==> src/rtl/alu_op_sequencer.sv <==
// Command sequencer: buffers ALU command words in an external register file,
// then replays them in order and hands each ALU result to a consumer.
module alu_op_sequencer #(
  parameter int unsigned ADDR_W  = 4,
  parameter int unsigned RD_LAT  = 1,
  parameter int unsigned ALU_LAT = 1
) (
  input  logic              clk,
  input  logic              rst,
  input  logic              cmd_valid,
  output logic              cmd_ready,
  input  logic [19:0]       cmd_data,
  input  logic              start,
  output logic              rf_wr_en,
  output logic              rf_rd_en,
  output logic [ADDR_W-1:0] rf_addr,
  output logic [19:0]       rf_wr_data,
  input  logic [15:0]       alu_result,
  output logic              result_valid,
  input  logic              result_ready,
  output logic [15:0]       result_data,
  output logic              busy,
  output logic              done
);

  localparam int unsigned CMD_W  = 20;
  localparam int unsigned RES_W  = 16;
  localparam int unsigned CNT_W  = ADDR_W + 1;
  localparam int unsigned DEPTH  = 1 << ADDR_W;
  localparam int unsigned LAT    = RD_LAT + ALU_LAT;
  localparam int unsigned WAIT_W = (LAT > 1) ? $clog2(LAT) : 1;

  typedef enum logic [2:0] {
    IDLE = 3'd0,
    READ = 3'd1,
    WAIT = 3'd2,
    OUT  = 3'd3,
    DONE = 3'd4
  } state_t;

  state_t              state_q, state_d;
  logic [ADDR_W-1:0]   wr_ptr_q, wr_ptr_d;
  logic [ADDR_W-1:0]   rd_ptr_q, rd_ptr_d;
  logic [CNT_W-1:0]    count_q, count_d;
  logic [WAIT_W-1:0]   wait_cnt_q, wait_cnt_d;

  logic                cmd_ready_q, cmd_ready_d;
  logic                rf_wr_en_q, rf_wr_en_d;
  logic                rf_rd_en_q, rf_rd_en_d;
  logic [ADDR_W-1:0]   rf_addr_q, rf_addr_d;
  logic [CMD_W-1:0]    rf_wr_data_q, rf_wr_data_d;
  logic                result_valid_q, result_valid_d;
  logic [RES_W-1:0]    result_data_q, result_data_d;
  logic                busy_q, busy_d;
  logic                done_q, done_d;

  logic                cmd_hs;
  logic                last_cmd;

  assign cmd_ready    = cmd_ready_q;
  assign rf_wr_en     = rf_wr_en_q;
  assign rf_rd_en     = rf_rd_en_q;
  assign rf_addr      = rf_addr_q;
  assign rf_wr_data   = rf_wr_data_q;
  assign result_valid = result_valid_q;
  assign result_data  = result_data_q;
  assign busy         = busy_q;
  assign done         = done_q;

  // Next-state and registered-output computation
  always_comb begin
    state_d        = state_q;
    wr_ptr_d       = wr_ptr_q;
    rd_ptr_d       = rd_ptr_q;
    count_d        = count_q;
    wait_cnt_d     = wait_cnt_q;
    cmd_ready_d    = 1'b0;
    rf_wr_en_d     = 1'b0;
    rf_rd_en_d     = 1'b0;
    rf_addr_d      = rf_addr_q;
    rf_wr_data_d   = rf_wr_data_q;
    result_valid_d = result_valid_q;
    result_data_d  = result_data_q;
    busy_d         = 1'b0;
    done_d         = 1'b0;

    cmd_hs   = cmd_valid & cmd_ready_q;
    last_cmd = ({1'b0, rd_ptr_q} == (count_q - CNT_W'(1)));

    unique case (state_q)
      IDLE: begin
        if (cmd_hs) begin
          rf_wr_en_d   = 1'b1;
          rf_addr_d    = wr_ptr_q;
          rf_wr_data_d = cmd_data;
          wr_ptr_d     = wr_ptr_q + ADDR_W'(1);
          count_d      = count_q + CNT_W'(1);
        end
        if (start && ((count_q != '0) || cmd_hs)) begin
          state_d  = READ;
          rd_ptr_d = '0;
          // A same-cycle write owns the port first; the read follows next cycle
          if (!cmd_hs) begin
            rf_rd_en_d = 1'b1;
            rf_addr_d  = '0;
          end
        end
      end

      READ: begin
        if (rf_rd_en_q) begin
          state_d    = WAIT;
          wait_cnt_d = WAIT_W'(LAT - 1);
        end else begin
          rf_rd_en_d = 1'b1;
          rf_addr_d  = rd_ptr_q;
        end
      end

      WAIT: begin
        if (wait_cnt_q == '0) begin
          result_data_d  = alu_result;
          result_valid_d = 1'b1;
          state_d        = OUT;
        end else begin
          wait_cnt_d = wait_cnt_q - WAIT_W'(1);
        end
      end

      OUT: begin
        if (result_ready) begin
          result_valid_d = 1'b0;
          if (last_cmd) begin
            state_d = DONE;
            done_d  = 1'b1;
          end else begin
            rd_ptr_d   = rd_ptr_q + ADDR_W'(1);
            state_d    = READ;
            rf_rd_en_d = 1'b1;
            rf_addr_d  = rd_ptr_q + ADDR_W'(1);
          end
        end
      end

      DONE: begin
        state_d  = IDLE;
        wr_ptr_d = '0;
        rd_ptr_d = '0;
        count_d  = '0;
      end

      default: begin
        state_d = IDLE;
      end
    endcase

    busy_d      = (state_d != IDLE);
    cmd_ready_d = (state_d == IDLE) && (count_d < CNT_W'(DEPTH));
  end

  // State and output registers
  always_ff @(posedge clk) begin
    if (rst) begin
      state_q        <= IDLE;
      wr_ptr_q       <= '0;
      rd_ptr_q       <= '0;
      count_q        <= '0;
      wait_cnt_q     <= '0;
      cmd_ready_q    <= 1'b0;
      rf_wr_en_q     <= 1'b0;
      rf_rd_en_q     <= 1'b0;
      rf_addr_q      <= '0;
      rf_wr_data_q   <= '0;
      result_valid_q <= 1'b0;
      result_data_q  <= '0;
      busy_q         <= 1'b0;
      done_q         <= 1'b0;
    end else begin
      state_q        <= state_d;
      wr_ptr_q       <= wr_ptr_d;
      rd_ptr_q       <= rd_ptr_d;
      count_q        <= count_d;
      wait_cnt_q     <= wait_cnt_d;
      cmd_ready_q    <= cmd_ready_d;
      rf_wr_en_q     <= rf_wr_en_d;
      rf_rd_en_q     <= rf_rd_en_d;
      rf_addr_q      <= rf_addr_d;
      rf_wr_data_q   <= rf_wr_data_d;
      result_valid_q <= result_valid_d;
      result_data_q  <= result_data_d;
      busy_q         <= busy_d;
      done_q         <= done_d;
    end
  end

endmodule

==> config.mk <==
export PLATFORM = sky130hd
export DESIGN_NAME = alu_op_sequencer
export DESIGN_NICKNAME = d
export VERILOG_FILES = /design/src/rtl/alu_op_sequencer.sv
export SDC_FILE = /design/constraint.sdc
export NUM_CORES = 1
export LEC_CHECK = 0
export ABC_AREA = 1
export BUFFER_PORTS_ARGS = -buffer_cell sky130_fd_sc_hd__buf_4
export CORE_ASPECT_RATIO = 0.6
export CORE_MARGIN = 2
export CORE_UTILIZATION = 55
export DETAILED_ROUTE_END_ITERATION = 8
export GPL_TIMING_DRIVEN = 1
export PLACE_DENSITY_LB_ADDON = 0.25
export SLEW_MARGIN = 30
export SYNTH_ARGS = -nofsm -noshare
export SYNTH_HDL_FRONTEND = slang
export SYNTH_SLANG_ARGS = --single-unit
==> constraint.sdc <==
create_clock -name clk -period 2.91 [get_ports clk]
set_input_delay 0.873 -clock clk [delete_from_list [all_inputs] [get_ports clk]]
set_output_delay 0.873 -clock clk [all_outputs]
set_load 0.1 [all_outputs]
### Yosys cells after proc, flatten, opt, wreduce, memory -nomap -nowiden

Cells that the tools add are included.

* register bits after elaboration: 63
* input port bits: 41
* output and inout port bits: 46
* word-level logic and storage cells: 91

* add/sub/neg operators: 5
* $lt $le $gt $ge: 1
* equality and inequality tests: 12
* multiplexer cells: 33
* bitwise operators: 5
* reductions and logical operators: 21

Operators by type and width (count)
* 2-to-1 mux 4 bit: 8
* one-hot mux 4 bit (3 select lines): 2
* 2-to-1 mux 3 bit: 5
* != test 2 bit (second input constant): 7
* one-hot mux 3 bit (4 select lines): 1
* 2-to-1 mux 1 bit: 11
* one-hot mux 5 bit (2 select lines): 1
* nonzero test 3 bit: 3
* adder 4 x 1 -> 4 bit (second input constant): 2
* one-hot mux 4 bit (2 select lines): 1
* AND reduction 2 bit: 4
* AND reduction 4 bit: 2
* == test 3 x 2 -> 1 bit (second input constant): 2
* zero test 3 bit: 2
* nonzero test 2 bit: 3
* adder 5 x 1 -> 5 bit (second input constant): 1
* == test 4 x 5 -> 1 bit: 1
* less-than comparator 5 bit (second input constant): 1
* 2-to-1 mux 5 bit: 1
* nonzero test 5 bit: 1
* subtractor 5 x 1 -> 5 bit (second input constant): 1
* NOT 1 bit: 4
* one-hot mux 1 bit (2 select lines): 2
* == test 3 x 1 -> 1 bit (second input constant): 1
* 9 further kinds: 10

### Depth between registers and ports, before layout

* depth in word-level cells: 7
* gate-level depth with buffers: 14
* depth with buffers taken out: 14

### Worst setup path after synthesis

Ideal clock, no wire load.

* path type: register to register
* from: reg cmd_ready_q (netlist: cmd_ready)
* to: reg rf_wr_data_q[11] (netlist: rf_wr_data[11])
* setup time: 0.118 ns
* data arrival time: 1.999 ns
* required time: 2.792 ns
* slack: 0.793 ns
* cell stages (with the launch flop): 10
* buffers on the path: 2
* clock period less this slack: 2.117 ns
* path through: dfxtp_1 -> nand2_1 -> inv_2 -> buf_2 -> nand2_1 -> nor2_2 -> inv_2 -> buf_2 -> nor2_1 -> nor2_1

* longest elaborated chain between the ends: 2

RTL lines
* start: declaration: line 47 `logic cmd_ready_q, cmd_ready_d;`
* start signal: assignment: line 184 `cmd_ready_q <= cmd_ready_d;`
* bitwise AND 1 bit: line 87 `cmd_hs = cmd_valid & cmd_ready_q;`
* AND reduction 2 bit (no source line)
* end signal: assignment: line 188 `rf_wr_data_q <= rf_wr_data_d;`
* end: declaration: line 51 `logic [CMD_W-1:0] rf_wr_data_q, rf_wr_data_d;`

Every way passes these cells.
A chain may end at the register's enable or synchronous reset.

### Worst setup path after layout

* from: reg count_q[0]
* to: reg cmd_ready_q (netlist: cmd_ready)

* longest elaborated chain between the ends: 7
* elaborated cells on any way between the ends: 15
* classes of those cells: add/sub: 2; order compare: 1; eq/ne: 1; mux: 6; reduce/logical: 5

RTL lines
* start: declaration: line 44 `logic [CNT_W-1:0] count_q, count_d;`
* start signal: assignment: line 182 `count_q <= count_d;`
* subtractor 5 x 1 -> 5 bit / nonzero test 5 bit (equally long branches): line 88, 99
* == test 4 x 5 -> 1 bit / logical OR 1 bit (equally long branches): line 88, 99
* 2-to-1 mux 3 bit / logical AND 1 bit (equally long branches): line 133, 99
* 2-to-1 mux 3 bit (on tied branches): line 131, 99
* one-hot mux 3 bit (4 select lines): line 90 `unique case (state_q)`
* zero test 3 bit: line 158 `cmd_ready_d = (state_d == IDLE) && (count_d < CNT_W'(DEPTH));`
* logical AND 1 bit (*): line 158

Mark *: on every way between the ends. The rest lies on a longest branch, timed or not.

==> impl_metrics.toml <==
[status]
status = "finished clean"

[cts]
clk_path_buf_depth = 2
htreeDepth = 3
cts_resized = 0
cts_buffers = 9
cts_tree = "done"
clk_latency_ns = 0.35
root_buffer = "clkbuf_8"
path_clk_slew_ns = 0.07
cts_hold_buf = 0
cts.sinks = 63
cts_setup_buffers = 0

[placed_design]
dpl_cell_area_um2 = 3487
port_buffers = 86
dpl.hpwl_um = 5233
place.gp.congestion = 0.9205

[synthesis]
synth_area_leader_cell = "dfxtp_1"
yosysUniqueCellTypes = 28
synth_top_cell_area_share = 0.4458
postSynthAreaPerCell_um2 = 6.934
synth_nets = 453
yosysSeqAreaShare = 0.4458
synthTopCellsByArea = "dfxtp_1 (45%), nor2_1 (14%), nand2_1 (10%)"
synth_cells = 408
async_flop_share = 0
syn_area_um2 = 2829
synthFlopType = "dfxtp_1"
synth_edf_count = 0
ys_seq_elements = 63
yosysWarnings = 0

[layout]
final_area_um2 = 3740
final_cell_mix = "nor2_1 (106), buf_4 (89), nand2_1 (78)"
final_core_util = 0.7473
drive_gt1_frac = 0.2590
antenna_cells = 0
syn2layout_area_growth_pct = 32.20
nFillCells = 399
final_common_cell = "nor2_1"
final_nets = 538

[min_path]
min_path_type = "reg -> reg"
min_from = "wait_cnt_q$_SDFFE_PP0P_"

[global_routing]
grt_pass1_vias = 2593
antenna_found_initial = 0
grt_pass1_wl_um = 11840
overflow = 0
grt_max_degree = 26
grt_use_total = 0.2738

[critical_path]
path_depth = 11
r2r_cells = 11
crit_end = "cmd_ready$_SDFF_PP0_"
crit_buf_inv = 2
crit_start = "count_q[0]$_SDFFE_PP0P_"
r2r_start = "count_q[0]$_SDFFE_PP0P_"
r2r-end = "cmd_ready$_SDFF_PP0_"
cp_slowest_cell = "dfxtp_1"
crit_fanout = 7
path_class = "reg -> reg"
ff2ff_setup_slack_ns = 0.76
required_ns = 3.13
end_kind = "flop"
worstPathCellList = "inv_1 -> ha_1 -> nand2_1 -> inv_1 -> nor2_1 -> nand3_1 -> nor2_1 -> nand3_1 -> nand2_1 -> nand2_2 -> nor3_1"
start_kind = "flop"
cpLargestDelayFamily = "simple AND/OR/NAND/NOR gates"
cpPeakStageDelay_ns = 0.43
cp.arrival_ns = 2.37

[floorplanning]
fp.dieArea_um2 = 5752
rows = 20
dieWidth_um = 96.59
pin_count = 87
die_h_um = 59.56
core-area_um2 = 5005
start_util = 0.5652

[timing]
max_freq_ghz = 0.4659
timing.hold.ws_ns = 0.4747
rsz0062_at_grt = "no"
finalMaxSlewViolations = 0
fin_setup_tns_ns = 0
period_share = 0.7376
finalClockSkew_ns = 0.006655
worst_pin_slew_ns = 0.6985
setup_viol = 0
slew_headroom = 0.5343
hold_violations = 0
min_period_ns = 2.147

[power_and_ir_drop]
ir_drop_v = 0.0005263
powerDensity_nw_per_um2 = 742.4
cellLeakagePower_uw = 0.001821
total_power_uw = 2776

[routing]
vias_per_cell = 5.115
vias = 2885
drc_errors = 0
drtIter0Drc = 200
wl_per_cell_um = 12.87
wirelength_um = 7260
ant_nets = 0
firstDrtPassIters = 4

[run]
cap_violations = 0
[worst min path at each step]
| stage | end | slack, ns | depth (start not counted) |
|---|---|---|---|
| final | wait_cnt_q$_SDFFE_PP0P_ | 0.47 | 2 |
| after global routing | wait_cnt_q$_SDFFE_PP0P_ | 0.50 | 2 |
| after CTS | wait_cnt_q$_SDFFE_PP0P_ | 0.48 | 2 |
| after detailed placement | wait_cnt_q$_SDFFE_PP0P_ | 0.47 | 2 |
| after global placement | wait_cnt_q$_SDFFE_PP0P_ | 0.44 | 2 |
| after floorplan | wait_cnt_q$_SDFFE_PP0P_ | 0.43 | 2 |
[cell families after synthesis]
logic type	share of synthesized area
XOR/XNOR	0.006193
flip-flops	0.4458
AND/OR/NAND/NOR	0.3180
buffers and inverters	0.08403
AO/OA/AOI/OAI	0.1283
adder cells (fa/ha/maj)	0.01769
[registers in the layout, summed over array words and instances, names as in the netlist]
name          count
rf_wr_data       20
result_data      16
count_q           5
rd_ptr_q          4
rf_addr           4
wr_ptr_q          4
state_q           3
busy              1
cmd_ready         1
done              1
result_valid      1
rf_rd_en          1
rf_wr_en          1
wait_cnt_q        1
[metal layers]
metal / track usage / part of all wire / up-vias / wire length (um)
met1: 0.3706 / 0.47 / 1302 / 3399
met4: 0.08853 / 0.013 / 0 / 95
met2: 0.4147 / 0.44 / 110 / 3163
met5: 0 / 0 / - / 0
met3: 0.09288 / 0.083 / 11 / 602
li1: - / - / 1462 / -
[power by group]
group / leakage, uW / internal, uW / switching [uW]
Combinational: 0.00119 / 193 / 655
Sequential: 0.000512 / 933 / 43.4
Clock: 0.000123 / 596 / 355
Total: 0.00182 / 1720 / 1050
[worst reg2reg max path: stages, from the launching register on]
cell and delay [ns]:
dfxtp_1 0.43, inv_1 0.17, ha_1 0.38, nand2_1 0.10, inv_1 0.04, nor2_1 0.08
nand3_1 0.08, nor2_1 0.18, nand3_1 0.10, nand2_1 0.13, nand2_2 0.07, nor3_1 0.28
[cell usage after synthesis, types with 2 or more instances]
| cell | count |
|---|---|
| nand3b_1 | 2 |
| inv_1 | 27 |
| nor2_2 | 5 |
| dfxtp_1 | 63 |
| nand2_2 | 4 |
| buf_2 | 5 |
| nor3_1 | 2 |
| nand3_1 | 14 |
| a21oi_1 | 14 |
| nor2_1 | 106 |
| a32o_1 | 3 |
| buf_6 | 4 |
| o21ai_2 | 2 |
| ha_1 | 4 |
| o21ai_1 | 8 |
| or2_1 | 2 |
| nand2_1 | 78 |
| nand4_1 | 2 |
| clkbuf_1 | 6 |
| inv_2 | 10 |
| nand3_2 | 2 |
| xnor2_1 | 2 |
| o21ai_0 | 38 |
[area by class of cell]
class,instances,area (um^2),share of cell area
clock inverters,6,115.1,0.03078
multi-input cells,292,1330,0.3556
inverters,38,145.1,0.03881
repair buffers,89,668.1,0.1787
well taps,66,82.58,0.02208
flip-flops and latches,63,1261,0.3372
clock buffers,10,137.6,0.03680
[stage by stage]
stage               std cells  setup slack [ns]
floorplan                 408            0.7929
global placement          548            0.7001
detailed placement        548            0.6907
global route              564            0.5855
CTS                       564            0.8309
finish                    564            0.7634
Power figures use the tool's default switching activity.
